[src/rtl/uart_pkg.sv]
// Shared types and default constants for the UART transmit path.
package uart_pkg;

    localparam int UART_DATA_BITS    = 8;
    localparam int UART_CLKS_PER_BIT = 868;  // 100 MHz / 115200 baud
    localparam int UART_FIFO_DEPTH   = 4;

    // Frame sequencer states
    typedef enum logic [1:0] {
        IDLE  = 2'd0,
        START = 2'd1,
        DATA  = 2'd2,
        STOP  = 2'd3
    } uart_state_t;

endpackage

[src/rtl/uart_tx_fifo_if.sv]
// Byte-strobe input and serial/status outputs of the UART transmit stage.
interface uart_tx_fifo_if #(
    parameter int FIFO_DEPTH = uart_pkg::UART_FIFO_DEPTH
);
    localparam int LW = $clog2(FIFO_DEPTH) + 1;

    logic                                txen;
    logic [uart_pkg::UART_DATA_BITS-1:0] txpcdata;
    logic                                tx;
    logic                                busy;
    logic                                tx_done;
    logic                                ovf;
    logic [LW-1:0]                       level;

    // Upstream serializer side
    modport master (
        output txen, txpcdata,
        input  tx, busy, tx_done, ovf, level
    );

    // Transmitter side
    modport slave (
        input  txen, txpcdata,
        output tx, busy, tx_done, ovf, level
    );

endinterface

[src/rtl/uart_tx_fifo_byte_fifo.sv]
// Small synchronous FIFO with a combinational read port. A push into a full
// FIFO is still accepted when a pop happens in the same cycle.
module byte_fifo #(
    parameter int DEPTH = 4,
    parameter int WIDTH = 8
) (
    input  logic                     clk,
    input  logic                     rst,
    input  logic                     i_push,
    input  logic [WIDTH-1:0]         i_data,
    input  logic                     i_pop,
    output logic [WIDTH-1:0]         o_data,
    output logic                     o_full,
    output logic                     o_empty,
    output logic [$clog2(DEPTH):0]   o_level
);
    localparam int AW = $clog2(DEPTH);

    logic [WIDTH-1:0] r_mem [DEPTH];
    logic [AW-1:0]    r_wr_ptr;
    logic [AW-1:0]    r_rd_ptr;
    logic [AW:0]      r_level;
    logic             w_push_ok;
    logic             w_pop_ok;

    assign o_full    = (r_level == (AW+1)'(DEPTH));
    assign o_empty   = (r_level == '0);
    assign o_level   = r_level;
    assign o_data    = r_mem[r_rd_ptr];
    assign w_pop_ok  = i_pop && !o_empty;
    assign w_push_ok = i_push && (!o_full || w_pop_ok);

    // Storage write; contents need no reset since level gates every read
    always_ff @(posedge clk) begin
        if (w_push_ok && !rst)
            r_mem[r_wr_ptr] <= i_data;
    end

    // Pointers wrap naturally; occupancy tracks push/pop balance
    always_ff @(posedge clk) begin
        if (rst) begin
            r_wr_ptr <= '0;
            r_rd_ptr <= '0;
            r_level  <= '0;
        end else begin
            if (w_push_ok)
                r_wr_ptr <= r_wr_ptr + 1'b1;
            if (w_pop_ok)
                r_rd_ptr <= r_rd_ptr + 1'b1;
            case ({w_push_ok, w_pop_ok})
                2'b10:   r_level <= r_level + 1'b1;
                2'b01:   r_level <= r_level - 1'b1;
                default: r_level <= r_level;
            endcase
        end
    end

endmodule

[src/rtl/uart_tx_fifo.sv]
// 8N1 UART transmitter fed by a byte FIFO. Consecutive queued bytes are sent
// as contiguous frames: the pop for the next byte happens in the last stop
// bit cycle, so its start bit begins on the very next edge.
module uart_tx_fifo
    import uart_pkg::*;
#(
    parameter int CLKS_PER_BIT = UART_CLKS_PER_BIT,
    parameter int FIFO_DEPTH   = UART_FIFO_DEPTH
) (
    input  logic           clk,
    input  logic           rst,
    uart_tx_fifo_if.slave  bus
);
    localparam int CW = $clog2(CLKS_PER_BIT);
    localparam int LW = $clog2(FIFO_DEPTH) + 1;
    localparam logic [CW-1:0] LAST_CNT = CW'(CLKS_PER_BIT - 1);
    localparam logic [CW-1:0] PRE_LAST = CW'(CLKS_PER_BIT - 2);

    uart_state_t                r_state, w_state_nxt;
    logic [CW-1:0]              r_cnt, w_cnt_nxt;
    logic [2:0]                 r_idx, w_idx_nxt;
    logic [UART_DATA_BITS-1:0]  r_shift, w_shift_nxt;
    logic                       r_tx, w_tx_nxt;
    logic                       r_done, w_done_nxt;
    logic                       r_ovf;

    logic                       w_pop;
    logic                       w_bit_end;
    logic [UART_DATA_BITS-1:0]  w_fifo_data;
    logic                       w_full;
    logic                       w_empty;
    logic [LW-1:0]              w_level;

    byte_fifo #(
        .DEPTH (FIFO_DEPTH),
        .WIDTH (UART_DATA_BITS)
    ) u_fifo (
        .clk     (clk),
        .rst     (rst),
        .i_push  (bus.txen),
        .i_data  (bus.txpcdata),
        .i_pop   (w_pop),
        .o_data  (w_fifo_data),
        .o_full  (w_full),
        .o_empty (w_empty),
        .o_level (w_level)
    );

    assign w_bit_end = (r_cnt == LAST_CNT);

    // Next-state, baud/bit counters, shift register and line value
    always_comb begin
        w_state_nxt = r_state;
        w_cnt_nxt   = r_cnt;
        w_idx_nxt   = r_idx;
        w_shift_nxt = r_shift;
        w_tx_nxt    = r_tx;
        w_done_nxt  = 1'b0;
        w_pop       = 1'b0;
        case (r_state)
            IDLE: begin
                w_tx_nxt = 1'b1;
                if (!w_empty) begin
                    w_pop       = 1'b1;
                    w_shift_nxt = w_fifo_data;
                    w_cnt_nxt   = '0;
                    w_idx_nxt   = '0;
                    w_tx_nxt    = 1'b0;
                    w_state_nxt = START;
                end
            end
            START: begin
                if (w_bit_end) begin
                    w_cnt_nxt   = '0;
                    w_tx_nxt    = r_shift[0];
                    w_state_nxt = DATA;
                end else begin
                    w_cnt_nxt = r_cnt + 1'b1;
                end
            end
            DATA: begin
                if (w_bit_end) begin
                    w_cnt_nxt = '0;
                    if (r_idx == 3'd7) begin
                        w_tx_nxt    = 1'b1;
                        w_state_nxt = STOP;
                    end else begin
                        w_idx_nxt   = r_idx + 1'b1;
                        w_shift_nxt = r_shift >> 1;
                        w_tx_nxt    = r_shift[1];
                    end
                end else begin
                    w_cnt_nxt = r_cnt + 1'b1;
                end
            end
            STOP: begin
                w_tx_nxt = 1'b1;
                // Registered pulse lands in the final stop-bit cycle
                if (r_cnt == PRE_LAST)
                    w_done_nxt = 1'b1;
                if (w_bit_end) begin
                    w_cnt_nxt = '0;
                    if (!w_empty) begin
                        w_pop       = 1'b1;
                        w_shift_nxt = w_fifo_data;
                        w_idx_nxt   = '0;
                        w_tx_nxt    = 1'b0;
                        w_state_nxt = START;
                    end else begin
                        w_state_nxt = IDLE;
                    end
                end else begin
                    w_cnt_nxt = r_cnt + 1'b1;
                end
            end
            default: begin
                w_tx_nxt    = 1'b1;
                w_state_nxt = IDLE;
            end
        endcase
    end

    // State and datapath registers; reset drops any frame in flight
    always_ff @(posedge clk) begin
        if (rst) begin
            r_state <= IDLE;
            r_cnt   <= '0;
            r_idx   <= '0;
            r_shift <= '0;
            r_tx    <= 1'b1;
            r_done  <= 1'b0;
        end else begin
            r_state <= w_state_nxt;
            r_cnt   <= w_cnt_nxt;
            r_idx   <= w_idx_nxt;
            r_shift <= w_shift_nxt;
            r_tx    <= w_tx_nxt;
            r_done  <= w_done_nxt;
        end
    end

    // Sticky overflow: a strobe was dropped because the FIFO was full
    always_ff @(posedge clk) begin
        if (rst)
            r_ovf <= 1'b0;
        else if (bus.txen && w_full && !w_pop)
            r_ovf <= 1'b1;
    end

    assign bus.tx      = r_tx;
    assign bus.tx_done = r_done;
    assign bus.ovf     = r_ovf;
    assign bus.level   = w_level;
    assign bus.busy    = (r_state != IDLE) || (w_level != '0);

endmodule

[src/flat_wrapper.sv]
// flat-port wrapper written by rule: the top's interface ports become plain ports
module uart_tx_fifo_flat import uart_pkg::*;
#(
    parameter int CLKS_PER_BIT = UART_CLKS_PER_BIT,
    parameter int FIFO_DEPTH   = UART_FIFO_DEPTH
)
  (clk, rst, bus_txen, bus_txpcdata, bus_tx, bus_busy, bus_tx_done, bus_ovf, bus_level);
  uart_tx_fifo_if #(.FIFO_DEPTH(FIFO_DEPTH)) bus_i ();
  input  logic clk;
  input  logic rst;
  input wire logic [$bits(bus_i.txen)-1:0] bus_txen;
  input wire logic [$bits(bus_i.txpcdata)-1:0] bus_txpcdata;
  output wire logic [$bits(bus_i.tx)-1:0] bus_tx;
  output wire logic [$bits(bus_i.busy)-1:0] bus_busy;
  output wire logic [$bits(bus_i.tx_done)-1:0] bus_tx_done;
  output wire logic [$bits(bus_i.ovf)-1:0] bus_ovf;
  output wire logic [$bits(bus_i.level)-1:0] bus_level;
  assign bus_i.txen = bus_txen;
  assign bus_i.txpcdata = bus_txpcdata;
  assign bus_tx = bus_i.tx;
  assign bus_busy = bus_i.busy;
  assign bus_tx_done = bus_i.tx_done;
  assign bus_ovf = bus_i.ovf;
  assign bus_level = bus_i.level;
  uart_tx_fifo #(.CLKS_PER_BIT(CLKS_PER_BIT), .FIFO_DEPTH(FIFO_DEPTH)) u_core (.clk(clk), .rst(rst), .bus(bus_i));
endmodule
[config.mk]
export PLATFORM = sky130hd
export DESIGN_NAME = uart_tx_fifo_flat
export DESIGN_NICKNAME = d
export VERILOG_FILES = /design/src/rtl/uart_pkg.sv /design/src/rtl/uart_tx_fifo_if.sv /design/src/rtl/uart_tx_fifo_byte_fifo.sv /design/src/rtl/uart_tx_fifo.sv /design/src/flat_wrapper.sv
export SDC_FILE = /design/constraint.sdc
export NUM_CORES = 1
export LEC_CHECK = 0
export CAP_MARGIN = 20
export CORE_MARGIN = 4
export CORE_UTILIZATION = 52
export CTS_CLUSTER_SIZE = 30
export DETAILED_ROUTE_END_ITERATION = 12
export PLACE_DENSITY = 0.71
export SETUP_SLACK_MARGIN = 0.4
export SLEW_MARGIN = 20
export SYNTH_ARGS = -nofsm -noshare
export SYNTH_HDL_FRONTEND = slang
export SYNTH_SLANG_ARGS = --single-unit
[constraint.sdc]
create_clock -name clk -period 3.1 [get_ports clk]
set_input_delay 0.465 -clock clk [delete_from_list [all_inputs] [get_ports clk]]
set_output_delay 0.465 -clock clk [all_outputs]
set_load 0.02 [all_outputs]
==> impl_metrics.csv <==
group,metric,value,unit
cells_and_area,layout_commonest_cell,"dfxtp_1",
logic_synthesis,avgSynthCellArea,12.2,um^2
cts,holdBufCountCts,0,
cells_and_area,final_cells,346,
setup_path,path_class,"flop to flop",
logic_synthesis,synth_top_area_share,31.7,%
timing,tightest_slew,0.751,ns
setup_path,path_common_cell,"inv_1",
power,p_per_area,752,nW/um^2
setup_path,worst-path-max-fanout,6,
cts,cts_tree,"built",
cells_and_area,area_delta_synth_final,14.4,%
setup_path,regToRegEndpoint,"u_core.u_fifo.o_level[2]",
logic_synthesis,synth_top_flop_cell,"dfxtp_1",
timing,final.setup_skew,0.00854,ns
logic_synthesis,synth_cell_types,45,
detailed_routing,drtIter0Drc,99,
floorplanning,design.die.area,7110,um^2
cts,cts_buffer_depth,2,
logic_synthesis,synth.area.top_cells,"edfxtp_1 32%, dfxtp_1 23%, mux4_2 6.0%",
timing,totalNegativeSetupSlack,0,ns
setup_path,regToRegSetupSlack,0.55,ns
logic_synthesis,syn_nets,273,
place,routabilityCongestion,0.786,
cells_and_area,fin_nets,294,
setup_path,slowest_stage,"dfxtp_1",
timing,period_minus_slack,2.55,ns
cts,h-tree-depth,3,
setup_path,critPathArrivalTime,2.78,ns
cts,cts_buffers,9,
cells_and_area,fillers,437,
setup_path,crit_chain,"inv_1 > ha_1 > and3b_1 > and4_4 > o21ba_2 > inv_1 > fa_1 > mux2i_1 > mux2_1",
detailed_routing,dr.pass1.iters,4,
cells_and_area,final_layout_size_suffix_gt1_share,13.1,%
logic_synthesis,synth_seq_cells,67,
setup_path,cp-startpoint,"u_core.r_state[0]",
logic_synthesis,yosysSeqAreaShare,54.9,%
setup_path,crit_path_end_kind,"flop",
floorplanning,start_util,54.3,%
timing,finalHoldViolations,0,
logic_synthesis,synth_edf_count,32,
setup_path,timing.rr.start,"u_core.r_state[0]",
timing,hold_slack,0.466,ns
global_routing,grtUsageTotal,15.7,%
timing,setup_viol,0,
cells_and_area,diodes,0,
run,cap_violations,0,
power,p_total,2600,uW
global_routing,grt_pass1_wl,8.74,mm
timing,fmax,392,MHz
detailed_routing,vias_per_cell,5.45,
detailed_routing,totalWireLength,5.03,mm
global_routing,globalRouteOverflowTotal,0,
cts,cts_root_buf,"clkbuf_8",
place,dp_hpwl,3.48,mm
detailed_routing,vias,1887,
logic_synthesis,synth_area_leader_cell,"edfxtp_1",
timing,finalCritPeriodShare,82.3,%
hold_path,hp-class,"flop to flop",
cells_and_area,final_cell_mix,"35 x dfxtp_1, 32 x nor2_1, 32 x edfxtp_1",
hold_path,holdPathStages,1,
floorplanning,die-width,84.3,um
place,dp.cells,328,
detailed_routing,drc,0,
timing,final_max_slew_viol_count,0,
timing,slew_headroom,49.9,%
hold_path,whs_endpoint,"u_core.bus.tx",
floorplanning,die_y,84.3,um
status,outcome,"completed",
cts,cts.sinks,67,
global_routing,grt_max_degree,28,
setup_path,start_kind,"flop",
logic_synthesis,synth-async-reset-ratio,0,%
power,ir_drop,0.493,mV
floorplanning,ios,18,
logic_synthesis,ys_warn_count,0,
detailed_routing,avgRoutedWirePerCell,14.5,um
setup_path,cp_slowest_stage_delay,0.40,ns
logic_synthesis,synth_cells,248,
global_routing,grt_pass1_vias,1853,
global_routing,antenna_found_initial,0,
setup_path,crit_required,3.32,ns
floorplanning,core,5570,um^2
cells_and_area,final_core_util,62.1,%
hold_path,worstHoldStart,"u_core.bus.tx",
place,portBuffers,17,
setup_path,path_buf_inv,2,
setup_path,reg2reg_depth,9,
cts,path_clk_slew,0.07,ns
setup_path,crit_family,"adder cells",
timing,rsz0062_at_grt,"no",
floorplanning,fp-row-count,27,
power,p_leak,0.00120,uW
detailed_routing,final_antenna_net_count,0,
cts,clkLatencyLatePin,0.34,ns
logic_synthesis,syn_area,3030,um^2
-- worst reg2reg max path, cell delays in order (launching register included) --
cell and delay (ns):
dfxtp_1 0.40, inv_1 0.10, ha_1 0.32, and3b_1 0.22, and4_4 0.28, o21ba_2 0.18
inv_1 0.06, fa_1 0.38, mux2i_1 0.18, mux2_1 0.33
-- per-stage QoR --
stage                     worst slack [ns]  area [um^2]
after floorplan                      0.669         3030
after CTS                            0.469         3450
after global placement               0.601         3240
after detailed placement             0.480         3240
after global routing                 0.436         3460
final                                0.548         3460
-- cell families after synthesis --
kind of cell / count (synthesis) / share of synthesized area, %
simple gates: 82 / 15.0
flops: 67 / 54.9
compound gates: 31 / 7.11
mux: 22 / 10.6
buf+inv: 21 / 3.14
fa+ha+maj: 14 / 6.03
xor+xnor: 11 / 3.18
-- routing by layer --
layer	track usage (%)	part of all wire [%]	vias to the layer above
met2	25.8	48	32
li1	-	-	943
met3	3.53	3.7	7
met1	19.2	46	905
met4	8.33	1.8	0
met5	0	0	-
-- where the power goes --
part	leakage (uW)	total (uW)	internal, uW	switching (uW)
Clock	0.0000925	710	373	337
Combinational	0.000527	772	374	398
Sequential	0.000576	1120	1030	93.6
-- synthesized netlist by cell type (3+ instances only) --
master,number
mux2i_1,13
xor2_1,4
a211oi_1,10
nor2_1,33
o21ai_0,5
xnor2_1,7
dfxtp_1,35
inv_1,11
nand2_1,8
and2_1,6
a21oi_1,5
nor3_1,6
ha_1,13
nand3_1,6
a31oi_1,3
nand4_1,3
clkbuf_1,7
mux4_2,8
edfxtp_1,32
nor3b_1,3
-- flip-flops by register name, indices dropped and copies added (netlist names), named ones only --
register and count:
u_core.u_fifo.r_mem 32, u_core.r_cnt 10, u_core.r_shift 8, u_core.r_idx 3, u_core.u_fifo.o_level 3, u_core.r_state 2
u_core.u_fifo.r_rd_ptr 2, u_core.u_fifo.r_wr_ptr 2, u_core.bus.ovf 1, u_core.bus.tx 1, u_core.bus.tx_done 1
-- final cells by class --
cell class              instances  area (um^2)  area share (%)
clock inverters                 6         67.6            1.95
repair buffers                 20          193            5.56
flip-flops and latches         67         1660            48.0
inverters                      11         41.3            1.19
clock buffers                  10          128            3.68
multi-input cells             160         1280            37.0
well taps                      72         90.1            2.60
-- what timing repair did --
| item | in CTS | in global routing |
|---|---|---|
| hold endpoints to repair | 0 | 0 |
| setup buffers | 0 | 2 |
| gates resized for setup | 1 | 1 |
| endpoints found under the setup margin | 1 | 2 |
-- how the worst max path moves through the flow --
stage / end / slack [ns] / cells past startpoint
finish: u_core.u_fifo.o_level[2] / 0.55 / 9
global route: u_core.u_fifo.r_mem[0][0] / 0.44 / 7
CTS: bus_busy / 0.47 / 5
detailed placement: u_core.u_fifo.o_level[2] / 0.48 / 9
global placement: u_core.u_fifo.o_level[2] / 0.60 / 9
floorplan: u_core.u_fifo.o_level[2] / 0.67 / 10
No activity file was read; power rests on OpenSTA's default activity.
